==> config.mk <==
export PLATFORM = sky130hd
export DESIGN_NAME = dlfloat16_writeback
export DESIGN_NICKNAME = d
export VERILOG_FILES = /design/src/rtl/dlfloat16_pkg.sv /design/src/rtl/dlfloat16_wb_fifo.sv /design/src/rtl/dlfloat16_writeback.sv
export SDC_FILE = /design/constraint.sdc
export NUM_CORES = 1
export LEC_CHECK = 0
export ABC_AREA = 1
export CELL_PAD_IN_SITES_DETAIL_PLACEMENT = 0
export CELL_PAD_IN_SITES_GLOBAL_PLACEMENT = 1
export CORE_ASPECT_RATIO = 0.7
export CORE_MARGIN = 5
export CORE_UTILIZATION = 39
export DETAILED_ROUTE_END_ITERATION = 7
export HOLD_SLACK_MARGIN = 0.05
export PLACE_DENSITY = 0.74
export SLEW_MARGIN = 15
export SYNTH_ARGS = -nofsm -noshare
export SYNTH_HDL_FRONTEND = slang
export SYNTH_SLANG_ARGS = --single-unit
==> constraint.sdc <==
create_clock -name clk -period 3.1 [get_ports clk]
set_clock_uncertainty 0.15 [all_clocks]
set_input_delay 0.31 -clock clk [delete_from_list [all_inputs] [get_ports clk]]
set_output_delay 0.31 -clock clk [all_outputs]
set_load 0.005 [all_outputs]
==> src/rtl/dlfloat16_pkg.sv <==
// Shared types and constants for the DLFloat16 writeback path: flag bit
// positions, the in-flight tag carried alongside an FPU op, and a FIFO entry.
package dlfloat16_pkg;

    localparam int FLG_NV = 4;
    localparam int FLG_DZ = 3;
    localparam int FLG_OF = 2;
    localparam int FLG_UF = 1;
    localparam int FLG_NX = 0;

    // Widest destination index the tag/entry types can carry.
    localparam int WB_RD_W = 5;

    typedef struct packed {
        logic               valid;
        logic [WB_RD_W-1:0] rd;
        logic               to_int;
    } wb_tag_t;

    typedef struct packed {
        logic [WB_RD_W-1:0] rd;
        logic               to_int;
        logic [31:0]        data;
    } wb_entry_t;

endpackage

==> src/rtl/dlfloat16_wb_fifo.sv <==
// Small synchronous FIFO with a combinational head. The head reads as zero
// while empty so the consumer never sees stale or uninitialised storage.
module dlfloat16_wb_fifo #(
    parameter int WIDTH = 38,
    parameter int DEPTH = 4
) (
    input  logic                     clk,
    input  logic                     rst,
    input  logic                     push,
    input  logic [WIDTH-1:0]         push_data,
    input  logic                     pop,
    output logic [WIDTH-1:0]         head_data,
    output logic [$clog2(DEPTH):0]   count,
    output logic                     full,
    output logic                     empty
);
    localparam int PTR_W = $clog2(DEPTH);
    localparam int CNT_W = PTR_W + 1;

    logic [WIDTH-1:0] mem_reg [DEPTH];
    logic [PTR_W-1:0] wr_ptr_reg;
    logic [PTR_W-1:0] rd_ptr_reg;
    logic [CNT_W-1:0] count_reg;
    logic             do_push;
    logic             do_pop;

    assign empty     = (count_reg == '0);
    assign full      = (count_reg == CNT_W'(DEPTH));
    assign do_pop    = pop && !empty;
    // A pop in the same cycle frees the slot, so push is legal even when full.
    assign do_push   = push && (!full || do_pop);
    assign count     = count_reg;
    assign head_data = empty ? '0 : mem_reg[rd_ptr_reg];

    always_ff @(posedge clk) begin
        if (do_push) begin
            mem_reg[wr_ptr_reg] <= push_data;
        end
    end

    always_ff @(posedge clk) begin
        if (rst) begin
            wr_ptr_reg <= '0;
            rd_ptr_reg <= '0;
            count_reg  <= '0;
        end else begin
            if (do_push) begin
                wr_ptr_reg <= wr_ptr_reg + PTR_W'(1);
            end
            if (do_pop) begin
                rd_ptr_reg <= rd_ptr_reg + PTR_W'(1);
            end
            case ({do_push, do_pop})
                2'b10:   count_reg <= count_reg + CNT_W'(1);
                2'b01:   count_reg <= count_reg - CNT_W'(1);
                default: count_reg <= count_reg;
            endcase
        end
    end

endmodule

==> src/rtl/dlfloat16_writeback.sv <==
// Writeback stage behind the fixed-latency DLFloat16 FPU: tags in-flight ops,
// captures results into a FIFO, drives the register-file port and accrues fflags.
module dlfloat16_writeback
    import dlfloat16_pkg::*;
#(
    parameter int LATENCY = 3,
    parameter int DEPTH   = 4,
    parameter int RD_W    = 5
) (
    input  logic            clk,
    input  logic            rst,
    input  logic            issue_valid,
    output logic            issue_ready,
    input  logic [RD_W-1:0] issue_rd,
    input  logic            issue_to_int,
    input  logic [31:0]     fpu_result,
    input  logic [4:0]      fpu_flags,
    output logic            wb_valid,
    input  logic            wb_ready,
    output logic [RD_W-1:0] wb_rd,
    output logic            wb_to_int,
    output logic [31:0]     wb_data,
    input  logic            csr_we,
    input  logic [4:0]      csr_wdata,
    output logic [4:0]      fflags
);
    localparam int CNT_W = $clog2(DEPTH) + 1;
    localparam int SUM_W = 6;

    wb_tag_t            tag_reg [LATENCY];
    wb_tag_t            tag_next;
    wb_tag_t            tail;
    logic [LATENCY-1:0] tag_valid;
    logic [3:0]         inflight;
    logic               issue_accept;
    logic               capture;

    wb_entry_t          push_entry;
    wb_entry_t          head_entry;
    logic [CNT_W-1:0]   fifo_count;
    logic               fifo_full;
    logic               fifo_empty;

    logic [4:0]         cap_flags;
    logic [4:0]         fflags_reg;
    logic [4:0]         fflags_next;

    // Credit covers both buffered and in-flight results, so a capture always finds room.
    assign issue_ready  = !fifo_full &&
                          ((SUM_W'(fifo_count) + SUM_W'(inflight)) < SUM_W'(DEPTH));
    assign issue_accept = issue_valid && issue_ready;

    generate
        for (genvar gi = 0; gi < LATENCY; gi++) begin : g_tag_valid
            assign tag_valid[gi] = tag_reg[gi].valid;
        end
    endgenerate

    assign inflight = 4'($countones(tag_valid));

    always_comb begin
        tag_next = '0;
        if (issue_accept) begin
            tag_next.valid  = 1'b1;
            tag_next.rd     = WB_RD_W'(issue_rd);
            tag_next.to_int = issue_to_int;
        end
    end

    // The FPU cannot stall, so the tag pipe shifts unconditionally.
    always_ff @(posedge clk) begin
        if (rst) begin
            for (int i = 0; i < LATENCY; i++) begin
                tag_reg[i] <= '0;
            end
        end else begin
            tag_reg[0] <= tag_next;
            for (int i = 1; i < LATENCY; i++) begin
                tag_reg[i] <= tag_reg[i-1];
            end
        end
    end

    assign tail       = tag_reg[LATENCY-1];
    assign capture    = tail.valid;
    assign push_entry = '{rd: tail.rd, to_int: tail.to_int, data: fpu_result};

    dlfloat16_wb_fifo #(
        .WIDTH ($bits(wb_entry_t)),
        .DEPTH (DEPTH)
    ) u_fifo (
        .clk       (clk),
        .rst       (rst),
        .push      (capture),
        .push_data (push_entry),
        .pop       (wb_ready),
        .head_data (head_entry),
        .count     (fifo_count),
        .full      (fifo_full),
        .empty     (fifo_empty)
    );

    assign wb_valid  = !fifo_empty;
    assign wb_rd     = RD_W'(head_entry.rd);
    assign wb_to_int = head_entry.to_int;
    assign wb_data   = head_entry.data;

    // Flags from a bubble slot are garbage and must not accrue.
    assign cap_flags[FLG_NV] = capture & fpu_flags[FLG_NV];
    assign cap_flags[FLG_DZ] = capture & fpu_flags[FLG_DZ];
    assign cap_flags[FLG_OF] = capture & fpu_flags[FLG_OF];
    assign cap_flags[FLG_UF] = capture & fpu_flags[FLG_UF];
    assign cap_flags[FLG_NX] = capture & fpu_flags[FLG_NX];

    assign fflags_next = (csr_we ? csr_wdata : fflags_reg) | cap_flags;

    always_ff @(posedge clk) begin
        if (rst) begin
            fflags_reg <= '0;
        end else begin
            fflags_reg <= fflags_next;
        end
    end

    assign fflags = fflags_reg;

endmodule

Word-level counts from Yosys, hierarchy flattened
Memories as Yosys holds them, arrays and structs flattened. A register that Yosys moved wholly into a read port is not among the register bits.
Index checks and enable logic that the tools add are counted.
{"block": "op_classes", "order_cmp": 1, "reduce_logical": 9, "add_sub_neg": 7, "muxes": 14, "n_eq_ne": 3, "bitwise": 9}
{"op": "two-way mux 38 bit", "count": 1}
{"op": "two-way mux 7 bit", "count": 4}
{"op": "case mux 3 bit (2 select lines)", "count": 1}
{"op": "adder 3 x 4 -> 5 bit", "count": 1}
{"op": "AND 1 bit", "count": 5}
{"op": "less-than comparator 5 x 3 -> 1 bit (second input constant)", "count": 1}
{"op": "two-way mux 1 bit", "count": 5}
{"op": "two-way mux 5 bit", "count": 1}
{"op": "OR 5 bit", "count": 1}
{"op": "adder 2 x 1 -> 2 bit (second input constant)", "count": 2}
{"op": "logical AND 1 bit", "count": 4}
{"op": "two-way mux 2 bit", "count": 2}
{"op": "adder 2 x 1 -> 3 bit", "count": 1}
{"op": "adder 3 x 1 -> 3 bit (second input constant)", "count": 1}
{"op": "== test 3 bit (second input constant)", "count": 1}
{"op": "logical NOT 3 bit", "count": 1}
{"op": "OR 1 bit", "count": 3}
{"op": "subtractor 3 x 1 -> 3 bit (second input constant)", "count": 1}
{"op": "adder 1 x 1 -> 2 bit", "count": 1}
{"op": "== test 2 x 1 -> 1 bit (second input constant)", "count": 1}
{"op": "== test 2 bit (second input constant)", "count": 1}
{"op": "logical NOT 1 bit", "count": 2}
{"op": "nonzero test 2 bit", "count": 1}
{"op": "logical OR 1 bit", "count": 1}
{"block": "totals", "mem_bits_rw": 173, "out_inout_bits": 45, "register_bits": 12, "in_bits": 53, "memories": 2, "elab_cells": 49}
{"name": "u_fifo.mem_reg", "words": 4, "word_bits": 38, "rd": 1, "rd_clocked_by_memory_dff": 1, "write_ports": 1, "line_no": "dlfloat16_wb_fifo.sv:20", "rtl": "logic [WIDTH-1:0] mem_reg [DEPTH];"}
{"name": "tag_reg", "words": 3, "word_bits": 7, "rd": 3, "rd_clocked_by_memory_dff": 0, "write_ports": 3, "line_no": "dlfloat16_writeback.sv:30", "rtl": "wb_tag_t tag_reg [LATENCY];"}

Logic depth before layout (Yosys ltp)
Gate-level depths: netlist of run 1.
An unclocked memory read counts as a cell.
{"block": "logic_depth", "word_depth": 9, "ltp_mapped": 13}

Cells and area by module
A second synthesis of run 1 with hierarchy kept.
{"block": "unflattened", "cells_unflattened": 627, "hier_area_um2": 7358.3}
{"mod": "dlfloat16_wb_fifo", "cells_per_inst": 516, "area_each_um2": 6441.2, "seq_area_each_um2": 4744.6, "instances": 1}
{"mod": "dlfloat16_writeback", "cells_per_inst": 111, "area_each_um2": 917.1, "seq_area_each_um2": 520.5, "instances": 1}

Worst setup path after synthesis of run 1
No wires, ideal clock.
{"block": "synth_path", "path_kind": "register to register", "start": "memory tag_reg[0][20] (netlist bit)", "end": "memory u_fifo.mem_reg[0][0] (enable)", "slack_ps": 142, "path_stages_with_launch": 4, "n_path_buf": 1, "arrival_ps": 2375, "synth_period_minus_slack_ps": 2958, "path_cell_list": "dfxtp_1 clkbuf_1 nand2_1 nor2_1"}
{"element": "start, declared", "line_no": "dlfloat16_writeback.sv:30"}
{"element": "end, declared", "line_no": "dlfloat16_wb_fifo.sv:20"}

==> results of run 1 <==
-- path summary, 6_finish.rpt --
path / from / cells past startpoint / end / slack (ns)
max: flop / 5 / wb_data[27] / 0.20
min: tag_reg[0][9] / 2 / tag_reg[0][16] / 0.26
max reg2reg: u_fifo.count[1] / 12 / u_fifo.count[2] / 1.04
min reg2reg: tag_reg[0][9] / 2 / tag_reg[0][16] / 0.26
-- synthesized netlist by cell type (all sizes together) --
library cell / count
dfxtp: 35
a31oi: 2
o21ai: 78
ha: 6
nand2: 34
edfxtp: 152
nor2: 186
a21oi: 43
clkbuf: 4
buf: 28
fa: 2
inv: 45
nand3: 10
clkinv: 1
-- cell type report --
cell class                      instances  area, sq um
Timing Repair Buffer                  109         1111
Inverter                               46        175.2
Clock buffer                           17        425.4
Fill cell                            1557         9107
Sequential cell                       187         5268
Clock inverter                         15        183.9
Multi-Input combinational cell        361         1645
Tap cell                              236        295.3
-- through the flow --
stage | hold WS [ns] | cells
final | 0.2552 | 971
after global placement | 0.2460 | 939
after CTS | 0.2362 | 971
after detailed placement | 0.2463 | 939
after global routing | 0.2555 | 971
after floorplan | 0.2383 | 626
-- worst min-delay path: stages (launching register included) --
cell and delay (ns):
dfxtp_1 0.30, inv_1 0.04, nor2_1 0.03
-- power by group --
| group | switching (mW) | leakage, nW | internal (mW) |
|---|---|---|---|
| Combinational | 0.791 | 1.26 | 0.659 |
| Clock | 0.951 | 0.294 | 1.29 |
| Sequential | 0.0399 | 1.66 | 2.76 |
-- cells in the final DEF, fill, tap and decap left out, types with 8 or more instances in the layout --
cell type | Yosys | layout
clkdlybuf4s50_1 | 0 | 97
inv_1 | 43 | 43
buf_4 | 8 | 8
o21ai_1 | 40 | 40
a21oi_1 | 42 | 42
edfxtp_1 | 152 | 152
dfxtp_1 | 35 | 33
clkbuf_16 | 0 | 17
o21ai_0 | 38 | 38
nor2_1 | 186 | 182
nand3_1 | 10 | 10
nand2_1 | 33 | 33
-- logic make-up (layout without fill, tap and decap cells) --
logic type	Yosys count	in the layout	synth area share [%]
adders and majority gates	8	8	1.577
AOI/OAI and AO/OA	123	123	8.520
DFF	187	187	72.14
buffers and inverters	78	187	5.726
and+or+nand+nor	230	230	12.04
-- layer usage --
metal,GRT usage [%],wire (microns),vias up
met3,3.792,812,14
met4,3.940,124,0
met1,20.37,7512,2247
met5,0,0,-
met2,23.24,7250,118
li1,-,-,2308
==> impl_metrics.tcl, run 1 <==
set metrics [dict create \
    synth-seq-cells 187 \
    status "complete, no violations" \
    synth_top_area_share_pct 62.54 \
    vias 4687 \
    ys_warn_count 0 \
    crit_fanout 52 \
    maxCapViolations 0 \
    cp-start-kind "flop" \
    grt_pass1_vias 4697 \
    area_delta_synth_final_pct 24.74 \
    netlist_area_sq_mm 0.007298 \
    design_power_total_mw 6.490 \
    die_h_microns 124.5 \
    min_path_type "reg2reg" \
    p_leak_nw 3.216 \
    setup_viol 0 \
    drv_slew 0 \
    track_usage_pct 14.74 \
    crit_required_ns 2.64 \
    grt_max_degree 77 \
    cts.repair.resized 0 \
    die_area_sq_mm 0.02159 \
    wl_per_cell_microns 16.17 \
    drc_errors 0 \
    vias_per_cell 4.827 \
    path_cells "inv_2 > buf_12 > o21ai_0 > a21oi_1 > clkdlybuf4s50_1" \
    worst_path_largest_cell_delay_ns 0.58 \
    arrival_ns 2.44 \
    largest_register_ff_count 152 \
    htreeDepth 4 \
    final_core_util_pct 49.99 \
    cts_setup_buffers 0 \
    initial_core_util_pct 40.08 \
    first_pass_iters 4 \
    pre_cts_slack_ns 0.6242 \
    clock_latency_ns 0.42 \
    drt_iter0_drc 348 \
    gp_congestion 0.7743 \
    core_region_area_sq_mm 0.01821 \
    max_slew.worst_pin.slew_ns 0.5361 \
    ant_nets 0 \
    setup_tns_ns 0 \
    critPathKind "reg2out" \
    wl_mm 15.70 \
    cpMaxStageDelayCell "clkdlybuf4s50_1" \
    ys_seq_area_share_pct 72.14 \
    yosysUniqueCellTypes 23 \
    grt_pass1_wl_mm 25.07 \
    rows 41 \
    cts_root_buf "clkbuf_16" \
    rsz0062_at_grt "false" \
    drive_gt1_share_pct 7.075 \
    slew_headroom_pct 64.26 \
    crit_family "buffers and inverters" \
    overflow 0 \
    cts_max_path_buffers 2 \
    port_buffers 97 \
    yosysTopAreaCell "edfxtp_1" \
    hpwl_mm 9.610 \
    die_w_microns 173.5 \
    min_period_ns 2.905 \
    fin_crit_sh_pct 93.70 \
    cts-buffers-inserted 17 \
    post_dp_cell_area_sq_mm 0.008492 \
    setup_ws_ns 0.1954 \
    clkTransAtPathRegs_ns 0.07 \
    syn-num-nets 687 \
    synth_cells 626 \
    worstSetupEndpointType "output port" \
    cts_tree "yes" \
    nets 783 \
    cts.sinks 187 \
    final_area_sq_mm 0.009104 \
    power_density_mw_per_mm2 712.9 \
    syn_area_per_cell_sq_um 11.66 \
    hold_viol 0 \
    antenna_found_initial 0 \
    antenna_cells 0 \
    ctsHoldBuffers 0 \
    fmax_mhz 344.3 \
    synth.top_cells.by_area "edfxtp_1 (63%), dfxtp_1 (9.6%), nor2_1 (9.6%)" \
    ir_drop_v 0.0003751 \
    num_io_pins 98 \
    crit_buf_inv 3 \
]
No activity file was read; power rests on OpenSTA's default activity.
==> inputs of run 2 (changes only) <==
==> constraint.sdc (replaced) <==
create_clock -name clk -period 2.53 [get_ports clk]
set_clock_uncertainty 0.15 [all_clocks]
set_input_delay 0.253 -clock clk [delete_from_list [all_inputs] [get_ports clk]]
set_output_delay 0.253 -clock clk [all_outputs]
set_load 0.005 [all_outputs]
==> run 2 against run 1 <==
Effect of this change:
- non-clock buffer count is 8 higher
- count of clock-buffer cells in the layout rose by 5
- register-to-register slack got worse by 0.57 ns
- via count increased by 1.0%
- design area up 2.3%
- first-iteration DRC count decreased by 13%
- sequential power increased by 23%
==> impl_metrics.tcl, run 2 (same netlist as run 1, synthesis figures left out) <==
set metrics [dict create \
    wl_per_cell_microns 16.39 \
    drt_iter0_drc 304 \
    htreeDepth 4 \
    p_leak_nw 3.425 \
    initial_core_util_pct 40.08 \
    clkTransAtPathRegs_ns 0.06 \
    arrival_ns 2.03 \
    largest_register_ff_count 152 \
    min_period_ns 2.433 \
    crit_buf_inv 2 \
    die_h_microns 124.5 \
    crit_family "buffers and inverters" \
    drive_gt1_share_pct 8.883 \
    rsz0062_at_grt "false" \
    antenna_found_initial 0 \
    die_area_sq_mm 0.02159 \
    critPathKind "reg2out" \
    grt_pass1_wl_mm 25.12 \
    drv_slew 0 \
    hpwl_mm 9.291 \
    num_io_pins 98 \
    worst_path_largest_cell_delay_ns 0.53 \
    fin_crit_sh_pct 96.17 \
    slew_headroom_pct 68.19 \
    ant_nets 0 \
    final_core_util_pct 51.13 \
    final_area_sq_mm 0.009311 \
    hold_viol 0 \
    nets 791 \
    hold_slack_ns 0.2043 \
    antenna_cells 0 \
    cts_root_buf "clkbuf_16" \
    rows 41 \
    core_region_area_sq_mm 0.01821 \
    cts-buffers-inserted 17 \
    ff2ff_setup_slack_ns 0.47 \
    path_cells "buf_12 > nor2_1 > nor2_1 > o21ai_0 > a21oi_2 > clkdlybuf4s50_1" \
    wl_mm 16.05 \
    ir_drop_v 0.0004893 \
    track_usage_pct 14.80 \
    setup_tns_ns 0 \
    vias_per_cell 4.838 \
    setup_ws_ns 0.09693 \
    cts_tree "yes" \
    crit_fanout 14 \
    first_pass_iters 5 \
    power_density_mw_per_mm2 865.7 \
    cts.sinks 187 \
    cpMaxStageDelayCell "clkdlybuf4s50_1" \
    grt_max_degree 41 \
    min_path_type "in2reg" \
    post_dp_cell_area_sq_mm 0.008552 \
    pre_cts_slack_ns 0.2038 \
    port_buffers 97 \
    overflow 0 \
    fmax_mhz 411.0 \
    gp_congestion 0.7380 \
    maxCapViolations 0 \
    drc_errors 0 \
    clock_latency_ns 0.42 \
    cp_common_cell "nor2_1" \
    vias 4736 \
    status "complete, no violations" \
    dpl.cell_count 942 \
    grt_pass1_vias 4796 \
    design_power_total_mw 8.061 \
    setup_viol 0 \
    mostFrequentLayoutCell "nor2_1" \
    die_w_microns 173.5 \
    max_slew.worst_pin.slew_ns 0.4771 \
    cp-start-kind "flop" \
    layout_common_cells "nor2_1 (182), edfxtp_1 (152), clkdlybuf4s50_1 (87), inv_1 (42), o21ai_1 (40)" \
    worstSetupEndpointType "output port" \
    fin_cells 979 \
    crit_required_ns 2.13 \
    area_delta_synth_final_pct 27.58 \
    cts_max_path_buffers 2 \
]
==> run 2: cell types whose count changed in the layout (fill, tap and decap cells not counted), sizes merged <==
cell,change
bufinv,-1
clkinv,+2
inv,-6
buf,+4
clkbuf,+9
dlymetal6s2s,+9
dlygate4sd2,+1
clkdlybuf4s50,-10
==> run 2: worst paths after layout <==
path,startpoint,endpoint,depth (start not counted)
max,flop,wb_data[27],6
min,issue_rd[0],tag_reg[0][1],3
max reg2reg,u_fifo.count[1],u_fifo.count[2],12
min reg2reg,tag_reg[0][3],tag_reg[0][10],2
==> run 2: final cells by class <==
cell class                      instances  area, sq um
Sequential cell                       187         5270
Timing Repair Buffer                  117         1325
Clock inverter                         10        120.1
Multi-Input combinational cell        361         1672
Fill cell                            1546         8900
Inverter                               46        175.2
Clock buffer                           22        454.2
Tap cell                              236        295.3
==> run 2: layer usage <==
layer,GRT usage (%),up-vias,share of wire (%)
met5,0,-,0
met4,4.128,0,1.4
met3,4.157,19,5.9
met2,23.34,133,46
met1,20.17,2257,47
li1,-,2327,-
==> run 2: tightest hold or removal path, cell delays in order <==
cell,delay [ns]
clkdlybuf4s50_1,0.40
inv_1,0.05
nor2_1,0.03
==> run 2: report_power, final <==
part	switching, mW	internal [mW]	total, mW	leakage [nW]
Sequential	0.0572	3.39	3.45	1.66
Combinational	1.06	0.981	2.04	1.49
Clock	1.09	1.49	2.58	0.275
Total	2.21	5.86	8.06	3.42
==> run 2: timing repair <==
| action | CTS | global route |
|---|---|---|
| endpoints found under the setup margin | 37 | 34 |
| cloned | 1 | 3 |
| hold buffers | 0 | 0 |
| gates resized for setup | 7 | 20 |
| hold endpoints to repair | 0 | 0 |
| pin swaps | 1 | 10 |
| setup buffers | 0 | 1 |
==> inputs of run 3 (changes only) <==
--- a/config.mk
+++ b/config.mk
@@ -11,8 +11,8 @@
 export CORE_ASPECT_RATIO = 0.7
 export CORE_MARGIN = 5
 export CORE_UTILIZATION = 39
+export CTS_CLUSTER_SIZE = 8
 export DETAILED_ROUTE_END_ITERATION = 7
-export HOLD_SLACK_MARGIN = 0.05
 export PLACE_DENSITY = 0.74
 export SLEW_MARGIN = 15
 export SYNTH_ARGS = -nofsm -noshare
==> results of run 3 <==
Same layout as run 2: the final DEF is identical, and so are final timing and power.
